<file path="src/rtl/ssd1963_bus_writer.sv">
// One SSD1963 8080-bus write transaction: a command byte followed by a repeated data word.
// Pin registers are loaded from the FSM state, so every pin follows its state by one cycle.
module ssd1963_bus_writer #(
    parameter int DW       = 16,
    parameter int CNTW     = 20,
    parameter int CS_SETUP = 1,
    parameter int WR_LOW   = 2,
    parameter int WR_HIGH  = 2
) (
    input  logic            clk,
    input  logic            rst,
    input  logic            task_start,
    input  logic [7:0]      task_cmd,
    input  logic [DW-1:0]   task_word,
    input  logic [CNTW-1:0] task_count,
    output logic            task_done,
    output logic            busy,
    output logic            lcd_cs_n,
    output logic            lcd_dc,
    output logic            lcd_wr_n,
    output logic            lcd_rd_n,
    output logic [DW-1:0]   lcd_d
);

    localparam int TW = 16;
    localparam logic [TW-1:0] T_SETUP = TW'(CS_SETUP - 1);
    localparam logic [TW-1:0] T_LO    = TW'(WR_LOW - 1);
    localparam logic [TW-1:0] T_HI    = TW'(WR_HIGH - 1);

    typedef enum logic [2:0] {
        IDLE, SETUP, CMD_LO, CMD_HI, DAT_LO, DAT_HI, HOLD, DONE
    } state_t;

    state_t          state_q, state_d;
    logic [TW-1:0]   tmr_q, tmr_d;
    logic [CNTW-1:0] rem_q, rem_d;
    logic [CNTW-1:0] cnt_q, cnt_d;
    logic [7:0]      cmd_q, cmd_d;
    logic [DW-1:0]   word_q, word_d;

    logic            done_q, done_d;
    logic            busy_q, busy_d;
    logic            cs_n_q, cs_n_d;
    logic            dc_q, dc_d;
    logic            wr_n_q, wr_n_d;
    logic [DW-1:0]   d_q, d_d;
    logic            tmr_last;

    assign tmr_last = (tmr_q == '0);

    always_comb begin
        state_d = state_q;
        tmr_d   = tmr_q;
        rem_d   = rem_q;
        cnt_d   = cnt_q;
        cmd_d   = cmd_q;
        word_d  = word_q;
        dc_d    = dc_q;
        d_d     = d_q;
        busy_d  = (state_q != IDLE);
        done_d  = (state_q == DONE);
        cs_n_d  = (state_q == IDLE) || (state_q == DONE);
        wr_n_d  = !((state_q == CMD_LO) || (state_q == DAT_LO));

        case (state_q)
            IDLE: begin
                // busy_q still high here means task_done is on the pins; refuse that start
                if (task_start && !busy_q) begin
                    cmd_d   = task_cmd;
                    word_d  = task_word;
                    cnt_d   = task_count;
                    tmr_d   = T_SETUP;
                    state_d = SETUP;
                end
            end
            SETUP: begin
                dc_d = 1'b0;
                d_d  = DW'(cmd_q);
                if (tmr_last) begin
                    tmr_d   = T_LO;
                    state_d = CMD_LO;
                end else begin
                    tmr_d = tmr_q - TW'(1);
                end
            end
            CMD_LO: begin
                if (tmr_last) begin
                    tmr_d   = T_HI;
                    state_d = CMD_HI;
                end else begin
                    tmr_d = tmr_q - TW'(1);
                end
            end
            CMD_HI: begin
                if (tmr_last) begin
                    if (cnt_q != '0) begin
                        // data phase set up while wr_n is still high
                        dc_d    = 1'b1;
                        d_d     = word_q;
                        rem_d   = cnt_q;
                        tmr_d   = T_LO;
                        state_d = DAT_LO;
                    end else begin
                        state_d = HOLD;
                    end
                end else begin
                    tmr_d = tmr_q - TW'(1);
                end
            end
            DAT_LO: begin
                if (tmr_last) begin
                    tmr_d   = T_HI;
                    state_d = DAT_HI;
                end else begin
                    tmr_d = tmr_q - TW'(1);
                end
            end
            DAT_HI: begin
                if (tmr_last) begin
                    rem_d = rem_q - CNTW'(1);
                    if (rem_q == CNTW'(1)) begin
                        state_d = HOLD;
                    end else begin
                        tmr_d   = T_LO;
                        state_d = DAT_LO;
                    end
                end else begin
                    tmr_d = tmr_q - TW'(1);
                end
            end
            HOLD: begin
                state_d = DONE;
            end
            DONE: begin
                dc_d    = 1'b1;
                state_d = IDLE;
            end
            default: begin
                state_d = IDLE;
            end
        endcase
    end

    always_ff @(posedge clk or posedge rst) begin
        if (rst) begin
            state_q <= IDLE;
            tmr_q   <= '0;
            rem_q   <= '0;
            cnt_q   <= '0;
            cmd_q   <= '0;
            word_q  <= '0;
            done_q  <= 1'b0;
            busy_q  <= 1'b0;
            cs_n_q  <= 1'b1;
            dc_q    <= 1'b1;
            wr_n_q  <= 1'b1;
            d_q     <= '0;
        end else begin
            state_q <= state_d;
            tmr_q   <= tmr_d;
            rem_q   <= rem_d;
            cnt_q   <= cnt_d;
            cmd_q   <= cmd_d;
            word_q  <= word_d;
            done_q  <= done_d;
            busy_q  <= busy_d;
            cs_n_q  <= cs_n_d;
            dc_q    <= dc_d;
            wr_n_q  <= wr_n_d;
            d_q     <= d_d;
        end
    end

    assign task_done = done_q;
    assign busy      = busy_q;
    assign lcd_cs_n  = cs_n_q;
    assign lcd_dc    = dc_q;
    assign lcd_wr_n  = wr_n_q;
    assign lcd_rd_n  = 1'b1;
    assign lcd_d     = d_q;

endmodule
</file>
<file path="config.mk">
export PLATFORM = sky130hd
export DESIGN_NAME = ssd1963_bus_writer
export DESIGN_NICKNAME = d
export VERILOG_FILES = /design/src/rtl/ssd1963_bus_writer.sv
export SDC_FILE = /design/constraint.sdc
export NUM_CORES = 1
export LEC_CHECK = 0
export CORE_MARGIN = 4
export CORE_UTILIZATION = 30
export CTS_CLUSTER_DIAMETER = 30
export DETAILED_ROUTE_END_ITERATION = 12
export PLACE_DENSITY = 0.52
export SLEW_MARGIN = 20
export SYNTH_ARGS = -nofsm -noshare
export SYNTH_HDL_FRONTEND = slang
export SYNTH_SLANG_ARGS = --single-unit
</file>
<file path="constraint.sdc">
create_clock -name clk -period 3.45 [get_ports clk]
set_clock_uncertainty 0.15 [all_clocks]
set_input_delay 0.69 -clock clk [delete_from_list [all_inputs] [get_ports clk]]
set_output_delay 0.69 -clock clk [all_outputs]
set_load 0.05 [all_outputs]
</file>
* Yosys cells after proc, flatten, opt, wreduce, memory -nomap -nowiden
Cells that the tools add are included.
Widths: inputs -> output; s select.
** Operators by class
- $add $sub $neg :: 2
- Reduce and logical (&&, ||, !) cells :: 20
- Equality and inequality tests :: 17
- Muxes and demuxes :: 26
** Operators by type and width (number)
- $mux 16 :: 8
- $pmux 16 s4 :: 1
- $mux 20 :: 3
- $pmux 20 s2 :: 1
- $pmux 16 s2 :: 1
- $pmux 3 s8 :: 1
- $eq 20x1->1 const B :: 1
- $reduce_bool 20->1 :: 1
- $sub 20x1->20 const B :: 1
- $mux 3 :: 6
- $logic_not 16->1 :: 1
- $sub 16x1->16 const B :: 1
- $eq 3x3->1 const B :: 4
- $ne 2x2->1 const B :: 6
- $reduce_and 4->1 :: 2
- $eq 3x2->1 const B :: 2
- $ne 3x3->1 const B :: 2
- $reduce_and 3->1 :: 2
- $reduce_and 6->1 :: 1
- $reduce_bool 3->1 :: 2
- $mux 2 :: 2
- $reduce_bool 2->1 :: 2
- $reduce_bool 4->1 :: 1
- $eq 3x1->1 const B :: 1
- other kinds (9) :: 12
** Word-level totals
- Logic and storage cells :: 77
- Input port bits :: 47
- Output and inout bits :: 22
- Register bits :: 104

* Longest topological paths before layout
- Depth in word-level cells :: 4
- Mapped depth :: 10

* Worst setup path before layout
No wires, ideal clock.
- Path type :: reg2reg
- Start point :: register tmr_q[6]
- End point :: register tmr_q[10]
- Stages on the path, launching flop included :: 7
- Path slack :: 1.224 ns
- Period minus slack after synthesis :: 2.226 ns
- Arrival time :: 1.940 ns
- Library setup time :: 0.136 ns
- Cell sequence :: dfrtp_1 or3_4 or3_4 nor4_4 a21oi_2 nor3_4 a21oi_1
** Between the ends
- Word-level cells in the longest chain between the ends :: 3
- Elaborated cells on any way between the ends :: 9
- Those cells by class :: 1 x add/sub; 2 x eq/ne; 4 x mux; 2 x reduce/logical
** Ends and longest elaborated chain
- start, declared :: line 35 : logic [TW-1:0] tmr_q, tmr_d;
- start signal, assigned :: line 160 : tmr_q <= tmr_d;
- $sub 16x1->16 / $logic_not 16->1 (equally long branches)
- $mux 16 (tied with other cells) :: line 119 : if (tmr_last) begin
- $pmux 16 s4 / $reduce_and 4->1 (equally long branches)
Parallel ways exist; a longest one is shown, timed or not.
A chain may end at the register's enable or synchronous reset.

* Worst setup path in the final report
- Start point :: register tmr_q[6]
- End point :: register rem_q[3]
** Between the ends
- Word-level cells in the longest chain between the ends :: 3
- Elaborated cells on any way between the ends :: 4
- Those cells by class :: 2 x eq/ne; 2 x reduce/logical
** Ends and longest elaborated chain
- $logic_not 16->1 (*) :: line 49 : assign tmr_last = (tmr_q == '0);
- $ne 2x2->1 (no source line)
- $reduce_and 4->1 (no source line) (*)
- end signal, assigned :: line 161 : rem_q <= rem_d;
- end, declared :: line 36 : logic [CNTW-1:0] rem_q, rem_d;
Mark *: on every way between the ends. The rest lies on a longest branch, timed or not.

==> results_dict.tcl <==
set metrics [dict create \
    cp_slowest_cell "dfrtp_1" \
    synthesis.nets 566 \
    tns_ps 0 \
    worst_pin_slew_ps 688.8 \
    drv_cap 0 \
    fin_crit_ps 2710 \
    grt_overflow 0 \
    rrSetupSlack_ps 740 \
    reg2reg_to "rem_q[3]$_DFFE_PP0P_" \
    hold_path_depth 2 \
    cts_made_buffers 9 \
    ys_seq_area_share_pct 49.98 \
    worstPathArrival_ps 2850 \
    grt_pass1_wl_um 22380 \
    critPathMaxFanout 16 \
    slew-limit-headroom_pct 53.66 \
    yosys.area.top_type_share_pct 48.46 \
    area_growth_syn_to_layout_pct 24.23 \
    yosys.area.top_type "dfrtp_1" \
    fin_nets 629 \
    fmax_ghz 0.3691 \
    syn_area_um2 5215 \
    cts_buffer_depth 2 \
    syn_area_per_cell_um2 10.17 \
    grt_pass1_vias 4260 \
    die_y_um 139.8 \
    vias_per_cell 5.370 \
    worstPathCellList "or3_4 -> nor4_2 -> o211ai_1 -> a21oi_4 -> buf_4 -> a21oi_1 -> a21oi_2" \
    ant_nets 0 \
    cp.required_ps 3590 \
    io_pins 69 \
    synth_top_flop_cell "dfrtp_1" \
    cts_tree "done" \
    num-fill-cells 1697 \
    rows 47 \
    hold_viol 0 \
    dieArea_um2 19560 \
    port_buffers 67 \
    antenna_found_initial 0 \
    die_w_um 139.8 \
    vias 4301 \
    initial_core_util_pct 31.01 \
    yosys_warnings 0 \
    cts_setup_buffers 0 \
    remaining_drc_errors 0 \
    synth_cells 513 \
    grt_max_degree 105 \
    min_to "lcd_dc$_DFFE_PP1P_" \
    cts_resized 0 \
    cp-start-kind "flip-flop" \
    r2r_cells 7 \
    dr.pass1.iters 4 \
    multi_input_area_um2 2431 \
    drt_iter0_markers 285 \
    synth-seq-cells 104 \
    synthTopCellsByArea "dfrtp_1, mux2_2, a21oi_1" \
    status "finished, final reports clean" \
    clock-sinks 104 \
    gp_congestion 0.8111 \
    clkSlewWorstSetupHoldPaths_ps 70 \
    rsz0062_at_grt "no" \
    synth_cell_types 58 \
    slowest_delay_ps 460 \
    fin_crit_sh_pct 78.54 \
    cp-end-kind "flip-flop" \
    synth_edf_count 0 \
    design.core.area_um2 16820 \
    antenna_cells 0 \
    cts.htree.levels 3 \
    dp_hpwl_um 9563 \
    hold_ws_ps 328.5 \
    p_per_area_nw_per_um2 970.6 \
    critPathKind "flip-flop to flip-flop" \
    final-seq-area_um2 2606 \
    wl_per_cell_um 16.73 \
    finalPower_w 0.006288 \
    synthArstFlopShare_pct 100.0 \
    drv_slew 0 \
    clk_latency_ps 350 \
    worstHoldStart "lcd_dc$_DFFE_PP1P_" \
    drive_gt1_share_pct 17.56 \
    ctsHoldBuffers 0 \
    crit-reg2reg-launch "tmr_q[6]$_DFFE_PP0P_" \
    final_cell_mix "dfrtp_1, clkdlybuf4s50_1, nand2_1, a21oi_1, mux2_2" \
    grtUsageTotal_pct 13.97 \
    path_buf_inv 1 \
    clockRootBuffer "clkbuf_16" \
    peakVddDrop_mv 0.4081 \
    hp-class "flip-flop to flip-flop" \
    layout_commonest_cell "dfrtp_1" \
    setup_viol 0 \
    p_leak_nw 2.540 \
    crit_family "compound AO/OA/AOI/OAI gates" \
    wirelength_um 13400 \
]
worst max-delay path by stage:
stage | startpoint | endpoint | slack, ps | cells after the start
5_1_grt | rem_q[11]$_DFFE_PP0P_ | tmr_q[11]$_DFFE_PP0P_ | 530 | 6
2_1_floorplan | tmr_q[6]$_DFFE_PP0P_ | tmr_q[10]$_DFFE_PP0P_ | 1220 | 6
3_5_place_dp | task_start | tmr_q[11]$_DFFE_PP0P_ | 560 | 7
3_3_place_gp | task_start | tmr_q[11]$_DFFE_PP0P_ | 620 | 7
6_report | tmr_q[6]$_DFFE_PP0P_ | rem_q[3]$_DFFE_PP0P_ | 740 | 7
4_1_cts | tmr_q[6]$_DFFE_PP0P_ | rem_q[10]$_DFFE_PP0P_ | 770 | 7
metrics by stage:
step                area, um2  instances  setup slack (ps)  util, %
finish                   6479        801             740.5    38.52
global route             6479        801             525.2    38.52
floorplan                5219        513              1224        -
global placement         6127        785             616.3    36.43
CTS                      6479        801             769.2    38.52
detailed placement       6127        785             556.4    36.43
cells in the mapped netlist (9+ instances only):
library cell  count
dfrtp_1         101
nand2_1          56
a21oi_1          51
mux2_2           44
o21ai_0          38
nor2_1           30
o22ai_1          22
nand3_1          15
clkbuf_1         12
inv_1            10
a21oi_2           9
buf_2             9
nor4_1            9
where the power goes:
part	internal (W)	total, W	switching, W
clock	0.000720	0.00122	0.000497
combinational	0.00114	0.00277	0.00164
sequential	0.00178	0.00230	0.000521
worst reg2reg max path, stage by stage, from the launching register on:
cell and delay [ps]:
dfrtp_1 460, or3_4 450, nor4_2 380, o211ai_1 260
a21oi_4 430, buf_4 310, a21oi_1 120, a21oi_2 100
layer usage:
metal / vias to the layer above / track usage [%] / part of all wire [%]
li1: 2016 / - / -
met1: 2126 / 19.03 / 46
met2: 135 / 21.68 / 46
met3: 24 / 2.744 / 4.9
met4: 0 / 6.017 / 2.4
met5: - / 0 / 0
area by class of cell:
type                            count  area share [%]
Clock inverter                      7           1.951
Inverter                           10          0.6373
Clock buffer                        9           3.476
Timing Repair Buffer               79           11.94
Multi-Input combinational cell    372           37.52
Tap cell                          220           4.249
Sequential cell                   104           40.23
sequential cells by signal (all words and copies together), names as in the netlist, 3 cells and up:
name	count
cnt_q	20
word_q	16
lcd_d	16
cmd_q	8
rem_q	20
state_q	3
tmr_q	16
kinds of logic (layout without fill, tap and decap cells):
family,Yosys count,in the layout,synth area share [%]
other,1,1,0.07191
adders and majority gates,6,6,1.440
DFF,104,104,49.98
buffers and inverters,37,105,3.455
and+or+nand+nor,162,162,16.55
AOI/OAI and AO/OA,156,156,18.43
muxes,47,47,10.08
Power figures use the tool's default switching activity.
